===== config.mk =====
export PLATFORM = sky130hd
export DESIGN_NAME = usb_data_buffer
export DESIGN_NICKNAME = d
export VERILOG_FILES = /design/src/rtl/usb_data_buffer.sv
export SDC_FILE = /design/constraint.sdc
export NUM_CORES = 1
export LEC_CHECK = 0
export BUFFER_PORTS_ARGS = -buffer_cell sky130_fd_sc_hd__buf_2
export CORE_UTILIZATION = 57
export CTS_BUF_LIST = sky130_fd_sc_hd__clkbuf_8
export CTS_CLUSTER_SIZE = 8
export DETAILED_ROUTE_END_ITERATION = 10
export PLACE_DENSITY_LB_ADDON = 0.3
export SYNTH_ARGS = -nofsm -noshare
export SYNTH_HDL_FRONTEND = slang
export SYNTH_SLANG_ARGS = --single-unit
export TNS_END_PERCENT = 1

===== constraint.sdc =====
create_clock -name clk -period 3.6 [get_ports clk]
set_input_delay 0.36 -clock clk [delete_from_list [all_inputs] [get_ports clk]]
set_output_delay 0.36 -clock clk [all_outputs]
set_load 0.01 [all_outputs]

===== src/rtl/usb_data_buffer.sv =====
// Circular byte FIFO shared by the USB RX/TX path and the AHB slave; a read loads its output register on the strobe edge.
// Full writes and empty reads are dropped; the USB_BUFFER_ERR_FLAGS_EN macro adds sticky overflow/underflow flags.
module usb_data_buffer #(
  parameter int DEPTH  = 64,
  parameter int DATA_W = 8
) (
  input  logic                      clk,
  input  logic                      n_rst,
  input  logic                      clear,
  input  logic                      store_rx_packet_data,
  input  logic [DATA_W-1:0]         rx_packet_data,
  input  logic                      store_tx_data,
  input  logic [DATA_W-1:0]         tx_data,
  input  logic                      get_rx_data,
  output logic [DATA_W-1:0]         rx_data,
  input  logic                      get_tx_packet_data,
  output logic [DATA_W-1:0]         tx_packet_data,
`ifdef USB_BUFFER_ERR_FLAGS_EN
  output logic                      buffer_overflow,
  output logic                      buffer_underflow,
`endif
  output logic [$clog2(DEPTH):0]    buffer_occupancy
);

  localparam int AW = $clog2(DEPTH);
  localparam int CW = AW + 1;

  logic [DATA_W-1:0] mem [DEPTH];
  logic [AW-1:0]     wptr;
  logic [AW-1:0]     rptr;
  logic [CW-1:0]     occ;

  logic              any_wr;
  logic              any_rd;
  logic              is_full;
  logic              is_empty;
  logic              rd_ok;
  logic              wr_ok;
  logic [DATA_W-1:0] wr_dat;

  assign is_full  = (occ == CW'(DEPTH));
  assign is_empty = (occ == '0);
  assign any_wr   = store_rx_packet_data | store_tx_data;
  assign any_rd   = get_rx_data | get_tx_packet_data;
  assign wr_dat   = store_rx_packet_data ? rx_packet_data : tx_data;
  // A read frees the slot the write lands in, so a full buffer still accepts a write alongside a read.
  assign rd_ok    = any_rd & ~is_empty;
  assign wr_ok    = any_wr & (~is_full | rd_ok);

  assign buffer_occupancy = occ;

  always_ff @(posedge clk) begin
    if (!clear && wr_ok) begin
      mem[wptr] <= wr_dat;
    end
  end

  always_ff @(posedge clk or negedge n_rst) begin
    if (!n_rst) begin
      wptr           <= '0;
      rptr           <= '0;
      occ            <= '0;
      rx_data        <= '0;
      tx_packet_data <= '0;
    end else if (clear) begin
      wptr           <= '0;
      rptr           <= '0;
      occ            <= '0;
      rx_data        <= '0;
      tx_packet_data <= '0;
    end else begin
      if (wr_ok) begin
        wptr <= wptr + AW'(1);
      end
      if (rd_ok) begin
        rptr <= rptr + AW'(1);
        if (get_tx_packet_data) begin
          tx_packet_data <= mem[rptr];
        end else begin
          rx_data <= mem[rptr];
        end
      end
      if (wr_ok && !rd_ok) begin
        occ <= occ + CW'(1);
      end else if (rd_ok && !wr_ok) begin
        occ <= occ - CW'(1);
      end
    end
  end

`ifdef USB_BUFFER_ERR_FLAGS_EN
  always_ff @(posedge clk or negedge n_rst) begin
    if (!n_rst) begin
      buffer_overflow  <= 1'b0;
      buffer_underflow <= 1'b0;
    end else if (clear) begin
      buffer_overflow  <= 1'b0;
      buffer_underflow <= 1'b0;
    end else begin
      // The AHB byte losing a write collision counts as dropped too.
      if ((any_wr && !wr_ok) || (store_rx_packet_data && store_tx_data)) begin
        buffer_overflow <= 1'b1;
      end
      if (any_rd && is_empty) begin
        buffer_underflow <= 1'b1;
      end
    end
  end
`endif

endmodule


# After elaboration in Yosys (flattened, before gate mapping)
# Memory sizes are Yosys's and may differ from the RTL's.
# Cells that the tools add are included.
# op_classes
n_addsub	4
n_eq_ne	2
n_mux	16
bitwise	7
reduce_logical	13
# op_table
operator	n
8-bit two-way mux	7
6-bit two-way mux	4
7-bit two-way mux	3
6-bit by 1-bit adder with 6-bit output (second input constant)	2
7-bit by 1-bit adder with 7-bit output (second input constant)	1
7-bit == test (second input constant)	1
7-bit zero test	1
7-bit by 1-bit subtractor with 7-bit output (second input constant)	1
2-bit nonzero test	3
2-bit AND reduction	2
1-bit logical AND	3
1-bit zero test	3
1-bit OR	3
3-bit nonzero test	1
1-bit AND	2
1-bit two-way mux	2
2-bit inequality test (second input constant)	1
1-bit inverter	2
# word_totals
reg_bits	35
ramBits	512
out_inout_bits	23
wordCells	48
mem_count	1
# memory_table
memory	depth	word_bits	read_ports	rd_ports_with_merged_regs	wr	line	text
mem	64	8	1	0	1	28	logic [DATA_W-1:0] mem [DEPTH];

# Depth between registers and ports, before layout
# depth
depth_word	10
depth_mapped	14
depth_no_buf	13

# Worst setup path before layout
# Ideal clock, no wire load.
# synth_timing
path_type	reg2reg
start	register occ[2] (netlist: buffer_occupancy[2])
end	register occ[6] (netlist: buffer_occupancy[6])
arrival_ns	3.001
required_ns	3.472
slack_ns	0.471
stages_incl_launch_ff	14
path_buffers	1
synth_period_minus_slack_ns	3.129
cell_sequence	dfrtp_1 nor4_1 nand3_1 o22a_1 buf_2 nand2b_1 ha_1 nor2b_1 o21ai_0 nand2b_1 a21o_1 a21oi_1 mux2i_1 mux2_1
# synth_between
elab_chain_cells	8
word_cells_on_any_way	17
classes_between	add/sub: 2; eq/ne: 1; mux: 3; bitwise: 5; reduce/logical: 6
# synth_lines
element	line	text
start: declaration	31	logic [CW-1:0] occ;
start signal: assignment	84	occ <= occ + CW'(1);
start signal: assignment	86	occ <= occ - CW'(1);
parallel branches: the longest is 8 deep, another holds 7-bit by 1-bit subtractor with 7-bit output	--	
# Several ways; the timed one is not identified. The select of a mux whose other input is x is not followed.
# A chain may end at the register's enable or synchronous reset.

# Final worst setup path
# Ends and elaborated chain as after synthesis.

==> run_results.csv <==
group,metric,value,unit
yosys,synth_area,21900,um^2
clocking,cts.sinks,547,
timing,slew_headroom,0.220,
placed_design,dp_hpwl,28800,um
critical_path,required,4.09,ns
timing,finalHoldViolCount,0,
routing,wirelength,46200,um
yosys,avgSynthCellArea,18.7,um^2
routing,wl_per_cell,25.0,um
layout,fin_nets,1321,
power_and_ir_drop,p_comb_frac,0.232,
power_and_ir_drop,p_sw,4.33,mW
timing,min_period_over_period,0.935,
yosys,synthMuxAreaShare,0.140,
critical_path,path_class,"reg -> reg",
routing,dr_total_vias,11400,
floorplanning,die_x,198,um
critical_path,end_kind,"register",
critical_path,cp.arrival,3.86,ns
run,cap_violations,0,
clocking,cts.reportedPaths.clkPinSlew,0.06,ns
yosys,synth_compound_area_frac,0.0449,
yosys,synth_edf_count,512,
layout,layout.cells.non_filler,1848,
timing,tns,0,ns
yosys,synthAdderAreaFrac,0.00549,
yosys,synthArstFlopShare,0.0640,
clocking,cts_buffers,83,
grt,antenna_found_initial,0,
layout,layout_common_cells,"edfxtp_1 (512), mux4_2 (98), nor2_1 (94), clkbuf_8 (90), mux2i_1 (76)",
placed_design,place_inst,1714,
timing,worstMarginPinSlew,1.17,ns
clocking,clock_latency,0.62,ns
yosys,yosys.area_share.simple,0.0417,
power_and_ir_drop,leakagePower,8.03,nW
yosys,synth_top_family_by_area,"multiplexers",
timing,final_max_slew_viol_count,0,
floorplanning,fp.dieArea,39200,um^2
layout,final_common_cell,"edfxtp_1",
layout,area_growth,11.3,%
routing,dr.pass1.iters,5,
layout,diodes,0,
grt,grt_pass1_wl,67800,um
floorplanning,io_pins,46,
floorplanning,die_h,198,um
power_and_ir_drop,seq_power_share,0.477,
timing,fin_hold_ws,0.288,ns
placed_design,placed_area,22900,um^2
yosys,synth_xor_area_frac,0.00560,
floorplanning,coreArea,37800,um^2
yosys,ys_ff_latch,547,
clocking,clk_path_buf_depth,3,
routing,drtIter0Drc,1100,
routing,drc_errors,0,
yosys,synthFlopType,"edfxtp_1",
yosys,ys_types,48,
layout,drive_above_1_share,0.242,
timing,rsz0062_at_grt,"false",
layout,finish.instance_area,24400,um^2
power_and_ir_drop,p_clk_frac,0.291,
layout,utilization,0.645,
grt,use_met3,0.0516,
grt,overflow,0,
timing,clock-skew-final,0.0360,ns
clocking,cts_tree,"yes",
power_and_ir_drop,p_int,11.1,mW
grt,grt_max_degree,65,
yosys,yosysWarnings,0,
grt,grtUsageMet1,0.341,
yosys,seq_area_frac_synth,0.743,
critical_path,crit_fanout,9,
power_and_ir_drop,sw_frac_of_total,0.281,
routing,avgViaCountPerCell,6.17,
critical_path,startpoint_type,"register",
placed_design,place_congestion,0.875,
grt,grt_util_met2,0.372,
floorplanning,initial_core_util,0.580,
grt,first_global_vias,11200,
yosys,synth_fp_nets,1200,
power_and_ir_drop,ir_drop,0.316,mV
clocking,root_buffer,"clkbuf_8",
floorplanning,num_rows,71,
timing,finalSetupViolCount,0,
yosys,synthCells,1168,
routing,postRouteAntennaNets,0,
layout,fillers,2520,
run_status,status,"completed",
power_and_ir_drop,power_density,633,nW/um^2
grt,grt_usage,0.241,
grt,top_usage_layer,"met2",
timing,period_needed,3.37,ns
clocking,ctsResizeCount,0,
timing,fmax,297,MHz
placed_design,port_buffers,45,
clocking,htreeDepth,3,
worst_hold_path,hp-class,"in -> reg",
## kinds of logic (layout without fill, tap and decap cells)
| group | count (synthesis) | count (layout) |
|---|---|---|
| mux | 183 | 183 |
| fa+ha+maj | 9 | 9 |
| simple gates | 190 | 190 |
| flops | 547 | 547 |
| compound gates | 146 | 146 |
| buf+inv | 79 | 248 |
| xor+xnor | 14 | 14 |
## critical path, stage by stage (launching register included)
cell      delay, ns
dfrtp_1        0.43
nor4_1         0.32
nand3_1        0.19
o22a_1         0.32
nand2b_1       0.33
ha_1           0.33
nor2b_1        0.16
o21ai_0        0.14
nand2b_1       0.10
a21o_1         0.18
a21oi_1        0.17
mux2i_1        0.22
mux2_1         0.34
## layer usage
| metal | up-vias | routed length, um |
|---|---|---|
| li1 | 4948 | - |
| met1 | 5803 | 18900 |
| met2 | 546 | 21700 |
| met3 | 96 | 4150 |
| met4 | 0 | 1440 |
| met5 | - | 0 |
## stage by stage
| step | setup slack (ns) | power (mW) |
|---|---|---|
| after floorplan | 0.471 | 10.1 |
| after global placement | 0.326 | 11.0 |
| after detailed placement | 0.271 | 11.1 |
| after CTS | 0.250 | 15.5 |
| after global routing | 0.0351 | 16.0 |
| final | 0.233 | 15.4 |
## layout make-up
cell class | count | area (um^2) | share of cell area
multi-input combinational | 542 | 5210 | 0.214
clock buffer | 90 | 1240 | 0.0509
timing repair buffer | 112 | 818 | 0.0336
clock inverter | 43 | 183 | 0.00750
inverter | 3 | 11.3 | 0.000462
tap | 511 | 639 | 0.0262
sequential | 547 | 16300 | 0.668
## sequential cells by signal, summed over array words and instances (netlist names)
register          cells
buffer_occupancy      7
wptr                  6
rptr                  6
rx_data               8
mem                 512
tx_packet_data        8
## timing repair
item,4_1_cts,5_1_grt
hold endpoints to repair,35,0
hold buffers,1,0
endpoints found under the setup margin,0,0
setup buffers,0,0
## final timing paths
kind,from,to,slack (ns),cells after the start
min reg2reg,tx_packet_data[2],tx_packet_data[2],0.50,1
min,store_tx_data,wptr[1],0.29,5
max,buffer_occupancy[2],buffer_occupancy[6],0.23,12
min in group asynchronous,n_rst,buffer_occupancy[2],0.37,2
max in group asynchronous,n_rst,rptr[2],2.64,2
max reg2reg,buffer_occupancy[2],buffer_occupancy[6],0.23,12
## cells in the mapped netlist, types with 6 or more instances
library cell,number,share of area
mux2i_1,76,0.035
buf_6,11,0.0057
a22oi_1,26,0.0089
nor2b_1,20,0.0057
o21ai_1,9,0.0021
clkbuf_1,34,0.0058
xor2_1,8,0.0032
a21oi_1,36,0.0082
buf_2,18,0.0041
edfxtp_1,512,0.70
buf_1,6,0.0010
o22ai_1,27,0.0077
ha_1,8,0.0046
nand2b_1,10,0.0029
mux2_2,8,0.0041
buf_4,7,0.0024
mux4_2,98,0.10
a22o_1,26,0.010
nand2_1,21,0.0036
dfrtp_1,35,0.040
xnor2_1,6,0.0024
nand3_1,9,0.0021
or3_1,7,0.0020
nor2_1,94,0.016
## power groups by stage
stage	registers (mW)	clock network [mW]	logic [mW]
floorplan	7.38	0	2.70
global placement	7.48	0	3.52
detailed placement	7.49	0	3.58
CTS	7.36	4.56	3.59
finish	7.35	4.48	3.58
global route	7.38	4.81	3.82
Note: power is estimated with default switching activity, not from simulation.
